$ cat config.mk
export PLATFORM = sky130hd
export DESIGN_NAME = uart_rx
export DESIGN_NICKNAME = d
export VERILOG_FILES = /design/src/rtl/uart_rx.sv
export SDC_FILE = /design/constraint.sdc
export NUM_CORES = 1
export LEC_CHECK = 0
export CAP_MARGIN = 5
export CORE_AREA = 2 2 83 53
export CTS_CLUSTER_SIZE = 8
export DETAILED_ROUTE_END_ITERATION = 7
export DIE_AREA = 0 0 85 55
export GPL_ROUTABILITY_DRIVEN = 0
export PLACE_DENSITY = 0.75
export SLEW_MARGIN = 20
export SYNTH_ARGS = -nofsm -noshare
export SYNTH_HDL_FRONTEND = slang
export SYNTH_SLANG_ARGS = --single-unit
$ cat constraint.sdc
create_clock -name clk_i -period 2.55 [get_ports clk_i]
set_clock_uncertainty 0.2 [all_clocks]
set_input_delay 0.51 -clock clk_i [delete_from_list [all_inputs] [get_ports clk_i]]
set_output_delay 0.51 -clock clk_i [all_outputs]
set_load 0.05 [all_outputs]
$ cat src/rtl/uart_rx.sv
// Oversampled UART receiver: 2-of-3 mid-bit majority vote, optional parity,
// break detection, and a single-entry valid/ready output register with overrun pulse.
module uart_rx #(
  parameter int OSR    = 16,
  parameter int DATA_W = 8
) (
  input  logic              clk_i,
  input  logic              reset_i,
  input  logic              en_i,
  input  logic              osr_tick_i,
  input  logic              rx_i,
  input  logic              parity_en_i,
  input  logic              parity_odd_i,
  output logic [DATA_W-1:0] rx_data_o,
  output logic              rx_valid_o,
  input  logic              rx_ready_i,
  output logic              frame_err_o,
  output logic              parity_err_o,
  output logic              overrun_o,
  output logic              busy_o
);

  localparam int TW = $clog2(OSR);
  localparam int BW = (DATA_W > 1) ? $clog2(DATA_W) : 1;
  localparam logic [TW-1:0] T_S0  = TW'(OSR/2 - 2);
  localparam logic [TW-1:0] T_S1  = TW'(OSR/2 - 1);
  localparam logic [TW-1:0] T_DEC = TW'(OSR/2);
  localparam logic [TW-1:0] T_END = TW'(OSR - 1);
  localparam logic [BW-1:0] B_LAST = BW'(DATA_W - 1);

  typedef enum logic [2:0] {IDLE, START, DATA, PARITY, STOP, BREAK} state_t;

  state_t              state_q, state_d;
  logic [1:0]          sync_q;
  logic [TW-1:0]       tcnt_q, tcnt_d;
  logic [1:0]          samp_q, samp_d;
  logic [BW-1:0]       bitcnt_q, bitcnt_d;
  logic [DATA_W-1:0]   shift_q, shift_d;
  logic                par_en_q, par_en_d;
  logic                par_odd_q, par_odd_d;
  logic                perr_q, perr_d;
  logic [DATA_W-1:0]   data_q, data_d;
  logic                vld_q, vld_d;
  logic                ferr_q, ferr_d;
  logic                perr_out_q, perr_out_d;
  logic                ovr_q, ovr_d;

  logic rxs, tick, maj, dec, bit_end, done;

  assign rxs     = sync_q[1];
  assign tick    = osr_tick_i & en_i;
  assign maj     = (samp_q[0] & samp_q[1]) | (samp_q[0] & rxs) | (samp_q[1] & rxs);
  assign dec     = tick && (tcnt_q == T_DEC);
  assign bit_end = tick && (tcnt_q == T_END);

  // State register
  always_ff @(posedge clk_i) begin
    if (reset_i) state_q <= IDLE;
    else         state_q <= state_d;
  end

  // Next-state logic
  always_comb begin
    state_d = state_q;
    if (!en_i) begin
      state_d = IDLE;
    end else if (tick) begin
      case (state_q)
        IDLE:    if (!rxs) state_d = START;
        START:   if (dec && maj) state_d = IDLE;
                 else if (bit_end) state_d = DATA;
        DATA:    if (bit_end && bitcnt_q == B_LAST) state_d = par_en_q ? PARITY : STOP;
        PARITY:  if (bit_end) state_d = STOP;
        STOP:    if (dec) state_d = maj ? IDLE : BREAK;
        BREAK:   if (rxs) state_d = IDLE;
        default: state_d = IDLE;
      endcase
    end
  end

  // Output decode
  always_comb begin
    busy_o = (state_q != IDLE);
    done   = (state_q == STOP) && dec;
  end

  // Bit timing, sampling and data assembly
  always_comb begin
    tcnt_d    = tcnt_q;
    samp_d    = samp_q;
    bitcnt_d  = bitcnt_q;
    shift_d   = shift_q;
    par_en_d  = par_en_q;
    par_odd_d = par_odd_q;
    perr_d    = perr_q;
    if (!en_i) begin
      tcnt_d   = '0;
      bitcnt_d = '0;
      shift_d  = '0;
    end else if (tick) begin
      if (state_q == IDLE)
        tcnt_d = rxs ? '0 : TW'(1);
      else if (tcnt_q == T_END || state_d == IDLE || state_d == BREAK)
        tcnt_d = '0;
      else
        tcnt_d = tcnt_q + 1'b1;

      if (tcnt_q == T_S0) samp_d[0] = rxs;
      if (tcnt_q == T_S1) samp_d[1] = rxs;

      case (state_q)
        START: if (bit_end) begin
          bitcnt_d  = '0;
          par_en_d  = parity_en_i;
          par_odd_d = parity_odd_i;
          perr_d    = 1'b0;
        end
        DATA: begin
          if (dec) shift_d = {maj, shift_q[DATA_W-1:1]};
          if (bit_end && bitcnt_q != B_LAST) bitcnt_d = bitcnt_q + 1'b1;
        end
        PARITY: if (dec) perr_d = maj ^ (^shift_q) ^ par_odd_q;
        default: ;
      endcase
    end
  end

  // Output holding register and handshake
  always_comb begin
    data_d     = data_q;
    vld_d      = vld_q;
    ferr_d     = ferr_q;
    perr_out_d = perr_out_q;
    ovr_d      = 1'b0;
    if (done) begin
      if (!vld_q || rx_ready_i) begin
        data_d     = shift_q;
        ferr_d     = ~maj;
        perr_out_d = perr_q & par_en_q;
        vld_d      = 1'b1;
      end else begin
        ovr_d = 1'b1;
      end
    end else if (vld_q && rx_ready_i) begin
      vld_d = 1'b0;
    end
  end

  always_ff @(posedge clk_i) begin
    if (reset_i) begin
      sync_q     <= 2'b11;
      tcnt_q     <= '0;
      samp_q     <= 2'b11;
      bitcnt_q   <= '0;
      shift_q    <= '0;
      par_en_q   <= 1'b0;
      par_odd_q  <= 1'b0;
      perr_q     <= 1'b0;
      data_q     <= '0;
      vld_q      <= 1'b0;
      ferr_q     <= 1'b0;
      perr_out_q <= 1'b0;
      ovr_q      <= 1'b0;
    end else begin
      sync_q     <= {sync_q[0], rx_i};
      tcnt_q     <= tcnt_d;
      samp_q     <= samp_d;
      bitcnt_q   <= bitcnt_d;
      shift_q    <= shift_d;
      par_en_q   <= par_en_d;
      par_odd_q  <= par_odd_d;
      perr_q     <= perr_d;
      data_q     <= data_d;
      vld_q      <= vld_d;
      ferr_q     <= ferr_d;
      perr_out_q <= perr_out_d;
      ovr_q      <= ovr_d;
    end
  end

  assign rx_data_o    = data_q;
  assign rx_valid_o   = vld_q;
  assign frame_err_o  = ferr_q;
  assign parity_err_o = perr_out_q;
  assign overrun_o    = ovr_q;

endmodule

==> reports/qor.yml <==
clock_tree:
  clkSlewWorstSetupHoldPaths_ns: 0.08
  clock_latency_ns: 0.30
  clockRootBuffer: "clkbuf_8"
  ctsHtreeMaxLevel: 2
  ctsLongestPathBuffers: 2
  cts_tree: "yes"
  clkSinkCount: 37
  cts_buffers: 5
grt:
  track_usage_pct: 19.9
  grt_overflow_total: 0
  grt_pass1_vias: 1461
  grt_max_degree: 21
  antenna_found_initial: 0
  grt_pass1_wl_mm: 7.04
routing:
  drt_iter0_drc: 123
  firstDrtPassIters: 4
  met3_length_um: 249
  drc_errors: 0
  vias_per_cell: 5.47
  vias: 1646
  met1_length_mm: 2.29
  wl_met2_mm: 1.92
  drt-total-wl_mm: 4.49
  maxUsedRoutingLayer: "met4"
  drtAntennaViolNets: 0
  routedWlPerCell_um: 14.9
synth:
  syn_area_um2: 1900
  yosysUniqueCellTypes: 55
  ys_seq_elements: 37
  synthTopCellsByArea: "dfxtp_1, mux2i_1, nor2_1"
  yosysMostFrequentCell: "dfxtp_1"
  avgSynthCellArea_um2: 9.34
  syn-num-nets: 216
  synthArstFlopShare_pct: 0
  synth_top_area_share_pct: 39.1
  synth_ff_type: "dfxtp_1"
  synth-seq-area-share_pct: 39.1
  yosys-top-cells-count: "dfxtp_1, nor2_1, mux2i_1, nand2_1, a21oi_1"
  yosysWarnings: 0
  synth_cells: 203
  synth_top_area_cell: "dfxtp_1"
  synth_edf_count: 0
die:
  die-width_um: 85
  rows: 18
  core_um2: 3940
  die_y_um: 55
  dieArea_um2: 4680
  initial_core_util_pct: 48.1
  ios: 21
power_and_ir_drop:
  peakVddDrop_mv: 0.437
  pwr-share-seq_pct: 45.1
  clock_power_share_pct: 48.5
  p_leak_nw: 1.05
  p_comb_share_pct: 6.5
  p_sw_mw: 0.281
  switching_share_pct: 21.7
  cellPowerDensity_nw_per_um2: 513
  p_int_mw: 1.01
final_layout:
  drive_gt1_share_pct: 26.3
  fin_nets: 263
  areaGrowthSynthToFinish_pct: 33.0
  antenna_cells: 0
  final_cells: 301
status:
  outcome: "finished clean"
sta:
  tightest_slew_ns: 0.495
  setup_viol: 0
  min_period_over_period_pct: 96.9
  finalCriticalPeriod_ns: 2.47
  hold_violations: 0
  setup_ws_ns: 0.0779
  max_freq_ghz: 0.405
  maxSlewViolCount: 0
  timing.slew.headroom_pct: 66.9
flow_run:
  drv_cap: 0
placement:
  port_buffers: 20
  dp_slack_ns: -0.439
  hpwlAfterDp_mm: 3.06
  placed_cells_incl_taps: 289
critical_path:
  cp.required_ns: 2.54
  worstSetupStartpointType: "flip-flop"
  cp_max_fo: 7
  endpoint_kind: "flip-flop"
  setup.worst_path.class: "reg -> reg"
  worstPathArrival_ns: 2.47
worst_hold_path:
  hold_class: "reg -> reg"
==> layer usage <==
metal  global-route usage (%)  vias to the layer above
li1                         -                      817
met1                     27.3                      782
met2                     30.9                       45
met3                     4.60                        2
met4                     7.94                        0
met5                        0                        -
==> registers in the layout, indices dropped and copies added, names as in the netlist <==
name          cells
frame_err_o       1
perr_q            1
samp_q            2
bitcnt_q          3
par_en_q          1
rx_data_o         8
sync_q            2
parity_err_o      1
overrun_o         1
shift_q           8
rx_valid_o        1
par_odd_q         1
tcnt_q            4
state_q           3
==> power by group through the flow <==
stage,Combinational (mW),Clock [mW],Sequential [mW]
detailed placement,0.0756,0,0.597
CTS,0.0785,0.640,0.583
floorplan,0.0460,0,0.595
finish,0.0840,0.628,0.584
global placement,0.0758,0,0.597
global route,0.0897,0.658,0.584
==> cells by family after synthesis <==
kind of cell / after synthesis / synth area share [%]
AO/OA/AOI/OAI: 35 / 14.2
flip-flops: 37 / 39.1
XOR/XNOR: 9 / 4.16
multiplexers: 17 / 8.97
buffers and inverters: 16 / 5.34
adder cells (fa/ha/maj): 6 / 4.02
AND/OR/NAND/NOR: 83 / 24.2
==> critical path, stage by stage, from the launching register on <==
cell	delay, ns
dfxtp_1	0.39
ha_1	0.26
nand3_4	0.16
nor4_4	0.33
o221ai_2	0.14
and3b_2	0.25
o31ai_4	0.32
o22ai_1	0.14
a21o_1	0.19
==> layout by cell type (no fill, tap or decap), types with 4 or more instances in the layout <==
cell type / n
clkbuf_8: 5
mux2i_1: 17
nand2_1: 11
ha_1: 5
nor2_1: 24
inv_1: 5
buf_4: 31
nand4_1: 5
clkdlybuf4s50_1: 17
a21oi_1: 10
or2_2: 4
nand3_1: 7
xnor2_1: 7
dfxtp_1: 35
==> final cells by class <==
cell class                      instances  area [µm²]
Sequential cell                        37         743
Inverter                                5        18.8
Tap cell                               50        62.6
Fill cell                             311        1420
Clock inverter                          3        68.8
Timing Repair Buffer                   51         435
Multi-Input combinational cell        150        1130
Clock buffer                            5        68.8
==> metrics by stage <==
stage	area (µm²)	hold WS [ns]	total power, mW	util [%]	TNS (ns)
6_report	2520	0.218	1.30	64.0	0
5_1_grt	2520	0.241	1.33	64.0	-0.0662
3_3_place_gp	2280	0.192	0.673	57.8	-1.33
3_5_place_dp	2280	0.212	0.673	57.8	-1.78
4_1_cts	2460	0.223	1.30	62.4	0
2_1_floorplan	1900	0.189	0.641	-	0
==> final timing paths <==
kind                                              from                endpoint  slack, ns  depth (start not counted)
worst max-delay path            tcnt_q[0]$_SDFFE_PP0N_  tcnt_q[2]$_SDFFE_PP0N_       0.08                          8
worst min-delay path              sync_q[0]$_SDFF_PP1_    sync_q[1]$_SDFF_PP1_       0.22                          1
worst max register to register  tcnt_q[0]$_SDFFE_PP0N_  tcnt_q[2]$_SDFFE_PP0N_       0.08                          8
worst min register to register    sync_q[0]$_SDFF_PP1_    sync_q[1]$_SDFF_PP1_       0.22                          1
==> timing repair <==
action / CTS / global route
pin swaps: 5 / 3
setup buffers: 2 / 2
hold buffers: 0 / 0
gates resized for setup: 8 / 9
endpoints found under the setup margin: 2 / 4
Power figures use the tool's default switching activity.
